[src/rtl/arb_mux_if.sv]
`default_nettype none
// ============================================================================
// Module      : arb_mux_if
// Description : Handshake bundle for arb_mux. Carries the CHANNELS producer
//               streams (valid/data/last/ready) and the single merged
//               consumer stream (valid/data/last/chan/ready).
//               slave  : the arbitrating mux itself.
//               master : the environment (producers plus consumer).
// Revision    : 1.0 - initial release
// ============================================================================
interface arb_mux_if #(
  parameter int CHANNELS  = 4,
  parameter int DATA_BITS = 8,
  parameter int CHAN_BITS = $clog2(CHANNELS)
);

  // Producer side
  logic [CHANNELS-1:0]           in_valid;
  logic [CHANNELS*DATA_BITS-1:0] in_data;
  logic [CHANNELS-1:0]           in_last;
  logic [CHANNELS-1:0]           in_ready;

  // Consumer side
  logic                          out_valid;
  logic [DATA_BITS-1:0]          out_data;
  logic                          out_last;
  logic [CHAN_BITS-1:0]          out_chan;
  logic                          out_ready;

  modport slave (
    input  in_valid,
    input  in_data,
    input  in_last,
    output in_ready,
    output out_valid,
    output out_data,
    output out_last,
    output out_chan,
    input  out_ready
  );

  modport master (
    output in_valid,
    output in_data,
    output in_last,
    input  in_ready,
    input  out_valid,
    input  out_data,
    input  out_last,
    input  out_chan,
    output out_ready
  );

endinterface

`default_nettype wire

[src/rtl/arb_mux.sv]
`default_nettype none
// ============================================================================
// Module      : arb_mux
// Description : Round-robin arbitrating multiplexer. Merges CHANNELS
//               valid/ready producer streams onto one registered output
//               stream. Once a channel wins with a non-last beat it keeps the
//               grant until its last beat transfers (packet lock). The output
//               register loads and unloads in the same cycle, so a stream
//               moves at one beat per clock while out_ready is high.
// Revision    : 1.0 - initial release
// ============================================================================
module arb_mux #(
  parameter int CHANNELS  = 4,
  parameter int DATA_BITS = 8,
  parameter int CHAN_BITS = $clog2(CHANNELS)
) (
  input  wire logic clk,
  input  wire logic reset,
  arb_mux_if.slave  bus
);

  // Channel count as a (CHAN_BITS+1)-bit value so the rotating scan index
  // can exceed CHANNELS-1 before it is wrapped.
  localparam logic [CHAN_BITS:0]   C_NUM_CHAN  = (CHAN_BITS+1)'(CHANNELS);
  localparam logic [CHAN_BITS-1:0] C_LAST_CHAN = CHAN_BITS'(CHANNELS-1);

  // --------------------------------------------------------------------------
  // State
  // --------------------------------------------------------------------------
  logic                 out_valid_q, out_valid_d;
  logic [DATA_BITS-1:0] out_data_q,  out_data_d;
  logic                 out_last_q,  out_last_d;
  logic [CHAN_BITS-1:0] out_chan_q,  out_chan_d;
  logic [CHAN_BITS-1:0] prio_ptr_q,  prio_ptr_d;
  logic                 locked_q,    locked_d;
  logic [CHAN_BITS-1:0] lock_chan_q, lock_chan_d;

  // --------------------------------------------------------------------------
  // Combinational decision signals
  // --------------------------------------------------------------------------
  logic                 can_load;
  logic                 cand_found;
  logic [CHAN_BITS-1:0] cand_idx;
  logic [CHANNELS-1:0]  grant_ready;
  logic                 xfer;
  logic [DATA_BITS-1:0] sel_data;
  logic                 sel_last;
  logic [CHAN_BITS-1:0] next_ptr;

  // The output register may take a new beat when empty or being drained now.
  assign can_load = !out_valid_q || bus.out_ready;

  // Pick the candidate: the locked channel, else the first valid channel at or
  // after prio_ptr. The scan runs from the farthest position back to prio_ptr
  // so the last match written is the highest-priority one.
  always_comb begin
    logic [CHAN_BITS:0] scan;
    cand_found = 1'b0;
    cand_idx   = '0;
    scan       = '0;
    if (locked_q) begin
      // A locked channel owns the grant even while its valid is low.
      cand_found = 1'b1;
      cand_idx   = lock_chan_q;
    end else begin
      for (int k = CHANNELS - 1; k >= 0; k--) begin
        scan = {1'b0, prio_ptr_q} + (CHAN_BITS+1)'(k);
        if (scan >= C_NUM_CHAN) begin
          scan = scan - C_NUM_CHAN;
        end
        if (bus.in_valid[scan[CHAN_BITS-1:0]]) begin
          cand_found = 1'b1;
          cand_idx   = scan[CHAN_BITS-1:0];
        end
      end
    end
  end

  // One-hot ready to the candidate, suppressed while reset is asserted.
  always_comb begin
    grant_ready = '0;
    for (int i = 0; i < CHANNELS; i++) begin
      grant_ready[i] = !reset && can_load && cand_found &&
                       (cand_idx == CHAN_BITS'(i));
    end
  end

  assign bus.in_ready = grant_ready;
  assign xfer         = |(bus.in_valid & grant_ready);

  // Route the candidate's beat to the output register input.
  always_comb begin
    sel_data = '0;
    sel_last = 1'b0;
    for (int i = 0; i < CHANNELS; i++) begin
      if (cand_idx == CHAN_BITS'(i)) begin
        sel_data = bus.in_data[i*DATA_BITS +: DATA_BITS];
        sel_last = bus.in_last[i];
      end
    end
  end

  // Round-robin pointer advances past the winner, wrapping explicitly so a
  // non-power-of-two channel count never points at a missing channel.
  assign next_ptr = (cand_idx == C_LAST_CHAN) ? '0 : cand_idx + 1'b1;

  // Next-state: load on a transfer, empty on an idle load slot, hold on stall.
  always_comb begin
    out_valid_d = out_valid_q;
    out_data_d  = out_data_q;
    out_last_d  = out_last_q;
    out_chan_d  = out_chan_q;
    prio_ptr_d  = prio_ptr_q;
    locked_d    = locked_q;
    lock_chan_d = lock_chan_q;
    if (can_load) begin
      if (xfer) begin
        out_valid_d = 1'b1;
        out_data_d  = sel_data;
        out_last_d  = sel_last;
        out_chan_d  = cand_idx;
        if (sel_last) begin
          locked_d   = 1'b0;
          prio_ptr_d = next_ptr;
        end else begin
          locked_d    = 1'b1;
          lock_chan_d = cand_idx;
        end
      end else begin
        out_valid_d = 1'b0;
      end
    end
  end

  // State register with synchronous reset; reset drops any lock and beat.
  always_ff @(posedge clk) begin
    if (reset) begin
      out_valid_q <= 1'b0;
      out_data_q  <= '0;
      out_last_q  <= 1'b0;
      out_chan_q  <= '0;
      prio_ptr_q  <= '0;
      locked_q    <= 1'b0;
      lock_chan_q <= '0;
    end else begin
      out_valid_q <= out_valid_d;
      out_data_q  <= out_data_d;
      out_last_q  <= out_last_d;
      out_chan_q  <= out_chan_d;
      prio_ptr_q  <= prio_ptr_d;
      locked_q    <= locked_d;
      lock_chan_q <= lock_chan_d;
    end
  end

  assign bus.out_valid = out_valid_q;
  assign bus.out_data  = out_data_q;
  assign bus.out_last  = out_last_q;
  assign bus.out_chan  = out_chan_q;

  // At most one producer is ever told it is accepted.
  a_ready_onehot: assert property (@(posedge clk) $onehot0(bus.in_ready));

  // The round-robin pointer and lock owner always name a real channel.
  a_ptr_range: assert property (@(posedge clk) disable iff (reset)
    (prio_ptr_q <= C_LAST_CHAN) && (lock_chan_q <= C_LAST_CHAN));

endmodule

`default_nettype wire
[src/flat_wrapper.sv]
// flat-port wrapper written by rule: the top's interface ports become plain ports
module arb_mux_flat 
#(
  parameter int CHANNELS  = 4,
  parameter int DATA_BITS = 8,
  parameter int CHAN_BITS = $clog2(CHANNELS)
)
  (clk, reset, bus_in_valid, bus_in_data, bus_in_last, bus_in_ready, bus_out_valid, bus_out_data, bus_out_last, bus_out_chan, bus_out_ready);
  arb_mux_if #(.CHANNELS(CHANNELS), .DATA_BITS(DATA_BITS), .CHAN_BITS(CHAN_BITS)) bus_i ();
  input  wire logic clk;
  input  wire logic reset;
  input wire logic [$bits(bus_i.in_valid)-1:0] bus_in_valid;
  input wire logic [$bits(bus_i.in_data)-1:0] bus_in_data;
  input wire logic [$bits(bus_i.in_last)-1:0] bus_in_last;
  output wire logic [$bits(bus_i.in_ready)-1:0] bus_in_ready;
  output wire logic [$bits(bus_i.out_valid)-1:0] bus_out_valid;
  output wire logic [$bits(bus_i.out_data)-1:0] bus_out_data;
  output wire logic [$bits(bus_i.out_last)-1:0] bus_out_last;
  output wire logic [$bits(bus_i.out_chan)-1:0] bus_out_chan;
  input wire logic [$bits(bus_i.out_ready)-1:0] bus_out_ready;
  assign bus_i.in_valid = bus_in_valid;
  assign bus_i.in_data = bus_in_data;
  assign bus_i.in_last = bus_in_last;
  assign bus_in_ready = bus_i.in_ready;
  assign bus_out_valid = bus_i.out_valid;
  assign bus_out_data = bus_i.out_data;
  assign bus_out_last = bus_i.out_last;
  assign bus_out_chan = bus_i.out_chan;
  assign bus_i.out_ready = bus_out_ready;
  arb_mux #(.CHANNELS(CHANNELS), .DATA_BITS(DATA_BITS), .CHAN_BITS(CHAN_BITS)) u_core (.clk(clk), .reset(reset), .bus(bus_i));
endmodule
[config.mk]
export PLATFORM = sky130hd
export DESIGN_NAME = arb_mux_flat
export DESIGN_NICKNAME = d
export VERILOG_FILES = /design/src/rtl/arb_mux_if.sv /design/src/rtl/arb_mux.sv /design/src/flat_wrapper.sv
export SDC_FILE = /design/constraint.sdc
export NUM_CORES = 1
export LEC_CHECK = 0
export ABC_AREA = 1
export CAP_MARGIN = 40
export CORE_MARGIN = 3
export CORE_UTILIZATION = 41
export DETAILED_ROUTE_END_ITERATION = 16
export PLACE_DENSITY = 0.8
export SYNTH_ARGS = -nofsm -noshare
export SYNTH_HDL_FRONTEND = slang
export SYNTH_SLANG_ARGS = --single-unit
[constraint.sdc]
create_clock -name clk -period 2.7 [get_ports clk]
set_input_delay 0.405 -clock clk [delete_from_list [all_inputs] [get_ports clk]]
set_output_delay 0.405 -clock clk [all_outputs]
set_load 0.01 [all_outputs]
==> results.toml <==
[outcome]
status = "complete, no violations"

[sta]
slew_headroom_pct = 77.0
fin_skew_ns = 0.00290
hold_viol = 0
timing.final.crit_share_pct = 97.2
max_freq_mhz = 381
fin_crit_ns = 2.62
holdWs_ns = 0.474
finalWorstSetupSlack_ns = 0.0760
finalSetupViolCount = 0
rsz0062_at_grt = "yes"
slew_violations = 0
tightest_slew_ns = 0.345

[die]
placement_rows = 19
start_util_pct = 44.5
io_pins = 59
core_area_um2 = 2880
die_area_um2 = 3830
die_h_um = 61.9
fp.dieW_um = 61.9

[final_layout]
drive_gt1_share_pct = 27.0
num_antenna_cells = 0
nFillCells = 233
multiInputGateArea_um2 = 903
fin_nets = 352
design_area_um2 = 2240
regArea_um2 = 342
area_delta_synth_final_pct = 74.6

[detailed_routing]
wl_per_cell_um = 13.0
drc = 0
dr.pass1.iters = 4
vias_per_cell = 5.08
num_vias = 1757
drt_iter0_drc = 72
drt_wl_total_um = 4500
ant_nets = 0

[clock_network]
cts-root-buf = "clkbuf_4"
clk_pin_slew_worst_paths_ns = 0.10
tritoncts = "built"
h-tree-depth = 1
clockBufferDepth = 2
cts.sinks = 17
worstSkewPairLatency_ns = 0.29
cts_buffers = 3

[yosys]
synth_simple_gate_area_share_pct = 40.4
yosysSeqAreaShare_pct = 26.6
syn_inst = 217
syn_area_um2 = 1280
synth_enable_flop_cells = 0
synthAdderAreaFrac_pct = 3.91
ys_top_cells_by_area = "dfxtp_1 27%, nand2_1 17%, nor2_1 10%"
synth_top_family_by_area = "simple AND/OR/NAND/NOR gates"
synth.cells.most_frequent = "58 x nand2_1, 35 x nor2_1, 26 x o21ai_0"
async_reset_ff_share_pct = 0
synth_ff_type = "dfxtp_1"
synth_nets = 264
synth_top_area_cell = "dfxtp_1"
avgSynthCellArea_um2 = 5.90
synth_most_common_cell = "nand2_1"
synth_cell_types = 22
synth_warnings = 0
muxShareOfSynthArea_pct = 0
synth_compound_area_share_pct = 18.8
synth_top_area_share_pct = 26.6
synth_xor_area_share_pct = 0
synth_seq_cells = 17

[power_and_ir_drop]
leakagePower_nw = 1.01
p_total_w = 0.00361
peakVddDrop_v = 0.00159
powerDensity_nw_per_um2 = 1620

[run]
maxCapViolCount = 0

[setup_path]
crit_required_ns = 2.30
r2r_setup_slack_ns = 0.10
timing.rr.start = "u_core.prio_ptr_q[1]$_SDFFE_PP0P_"
cp.arrival_ns = 2.22
cp-startpoint = "u_core.prio_ptr_q[1]$_SDFFE_PP0P_"
crit_end = "bus_in_ready[3]"
worstSetupPathType = "reg2out"
ff2ff_path_depth = 22
endpoint_kind = "primary output"
rr_endpoint = "u_core.prio_ptr_q[1]$_SDFFE_PP0P_"
cp_max_fo = 4
crit_path_start_kind = "flop"

[grt]
grt_pass1_vias = 1507
grt_start_max_net_pins = 19
grt_usage_pct = 22.1
grt-ovfl-total = 0
antenna_found_initial = 0
grt_pass1_wl_um = 6490

[place]
dp_hpwl_um = 3220
portBuffers = 58
place_ws_ns = -0.383
postPlaceCellArea_um2 = 2050
gp_congestion = 0.823

[min_path]
min_path_type = "reg2reg"
## layout by cell type (no fill, tap or decap), types with 2 or more instances in the layout
cell | netlist | final
a21oi_1 | 14 | 12
nand4_1 | 5 | 5
nand2_2 | 8 | 15
o21ai_0 | 26 | 22
nand2_4 | 0 | 2
nor2_1 | 35 | 33
buf_6 | 3 | 6
a21oi_2 | 1 | 3
clkbuf_4 | 0 | 3
dfxtp_1 | 17 | 16
buf_4 | 0 | 27
o21ai_1 | 2 | 4
dlygate4sd2_1 | 0 | 3
nand2_1 | 58 | 50
ha_2 | 0 | 2
inv_1 | 18 | 13
clkdlybuf4s50_1 | 0 | 50
nand3_1 | 10 | 9
buf_2 | 0 | 4
inv_2 | 1 | 6
o21ai_4 | 0 | 2
nor2_2 | 3 | 5
## logic make-up (layout without fill, tap and decap cells)
| family | Yosys count | after routing |
|---|---|---|
| adders and majority gates | 4 | 4 |
| AOI/OAI and AO/OA | 46 | 46 |
| DFF | 17 | 17 |
| buffers and inverters | 29 | 115 |
| and+or+nand+nor | 121 | 122 |
## layer usage
metal | up-vias | routed length [um] | share of wire [%] | track usage, %
li1 | 880 | - | - | -
met1 | 793 | 1990 | 44 | 29.3
met2 | 75 | 2250 | 50 | 39.5
met3 | 9 | 197 | 4.4 | 2.07
met4 | 0 | 63 | 1.4 | 3.64
met5 | - | 0 | 0 | 0
## sequential cells by signal, indices dropped and copies added (netlist names)
register,cells
u_core.lock_chan_q,2
u_core.bus.out_data,8
u_core.locked_q,1
u_core.prio_ptr_q,2
u_core.bus.out_chan,2
u_core.bus.out_valid,1
u_core.bus.out_last,1
## metrics by stage
stage,setup TNS [ns],utilization [%],instances
4_1_cts,0,73.8,340
3_3_place_gp,-5.09,71.4,334
6_report,0,77.8,346
5_1_grt,-0.645,77.8,346
3_5_place_dp,-6.05,71.4,334
2_1_floorplan,0,-,217
## critical path, cell delays in order, from the launching register on
cell	delay, ns
dfxtp_1	0.42
inv_2	0.10
nand2_1	0.09
nand2_2	0.06
nand2_2	0.08
nand2_2	0.07
nand2_1	0.06
nand2_1	0.05
nand2_1	0.08
nand2_1	0.05
nand2_1	0.06
nor2_2	0.04
nor2_2	0.12
buf_6	0.13
ha_2	0.19
inv_1	0.07
nor2_1	0.10
buf_2	0.14
## area by class of cell
class | instances | area share (%)
well taps | 42 | 2.35
multi-input cells | 172 | 40.4
clock inverters | 1 | 0.224
clock buffers | 3 | 1.01
repair buffers | 91 | 37.1
flip-flops and latches | 17 | 15.3
inverters | 20 | 3.69
## worst min-delay path by stage
stage	start	end	slack, ns	cells after the start
6_report	u_core.bus.out_chan[1]$_SDFFE_PP0P_	u_core.bus.out_chan[1]$_SDFFE_PP0P_	0.47	2
5_1_grt	u_core.bus.out_chan[1]$_SDFFE_PP0P_	u_core.bus.out_chan[1]$_SDFFE_PP0P_	0.50	2
4_1_cts	u_core.bus.out_chan[1]$_SDFFE_PP0P_	u_core.bus.out_chan[1]$_SDFFE_PP0P_	0.48	2
3_5_place_dp	u_core.bus.out_chan[1]$_SDFFE_PP0P_	u_core.bus.out_chan[1]$_SDFFE_PP0P_	0.46	2
3_3_place_gp	u_core.bus.out_chan[1]$_SDFFE_PP0P_	u_core.bus.out_chan[1]$_SDFFE_PP0P_	0.45	2
2_1_floorplan	reset	u_core.bus.out_chan[0]$_SDFFE_PP0P_	0.47	1
## repair_timing
item                       CTS  global route
pin swaps                    2            19
gates resized for setup     29            34
hold buffers                 0             0
buffers inserted             2             5
setup endpoints to repair    9            21
cloned                       0             1
## report_power, final
group          switching, W  internal [W]  leakage, nW  total [W]
Combinational       0.00170       0.00139        0.857    0.00308
Clock             0.0000818     0.0000552       0.0177   0.000137
Sequential        0.0000558      0.000337        0.140   0.000393
Note: power is estimated with default switching activity, not from simulation.
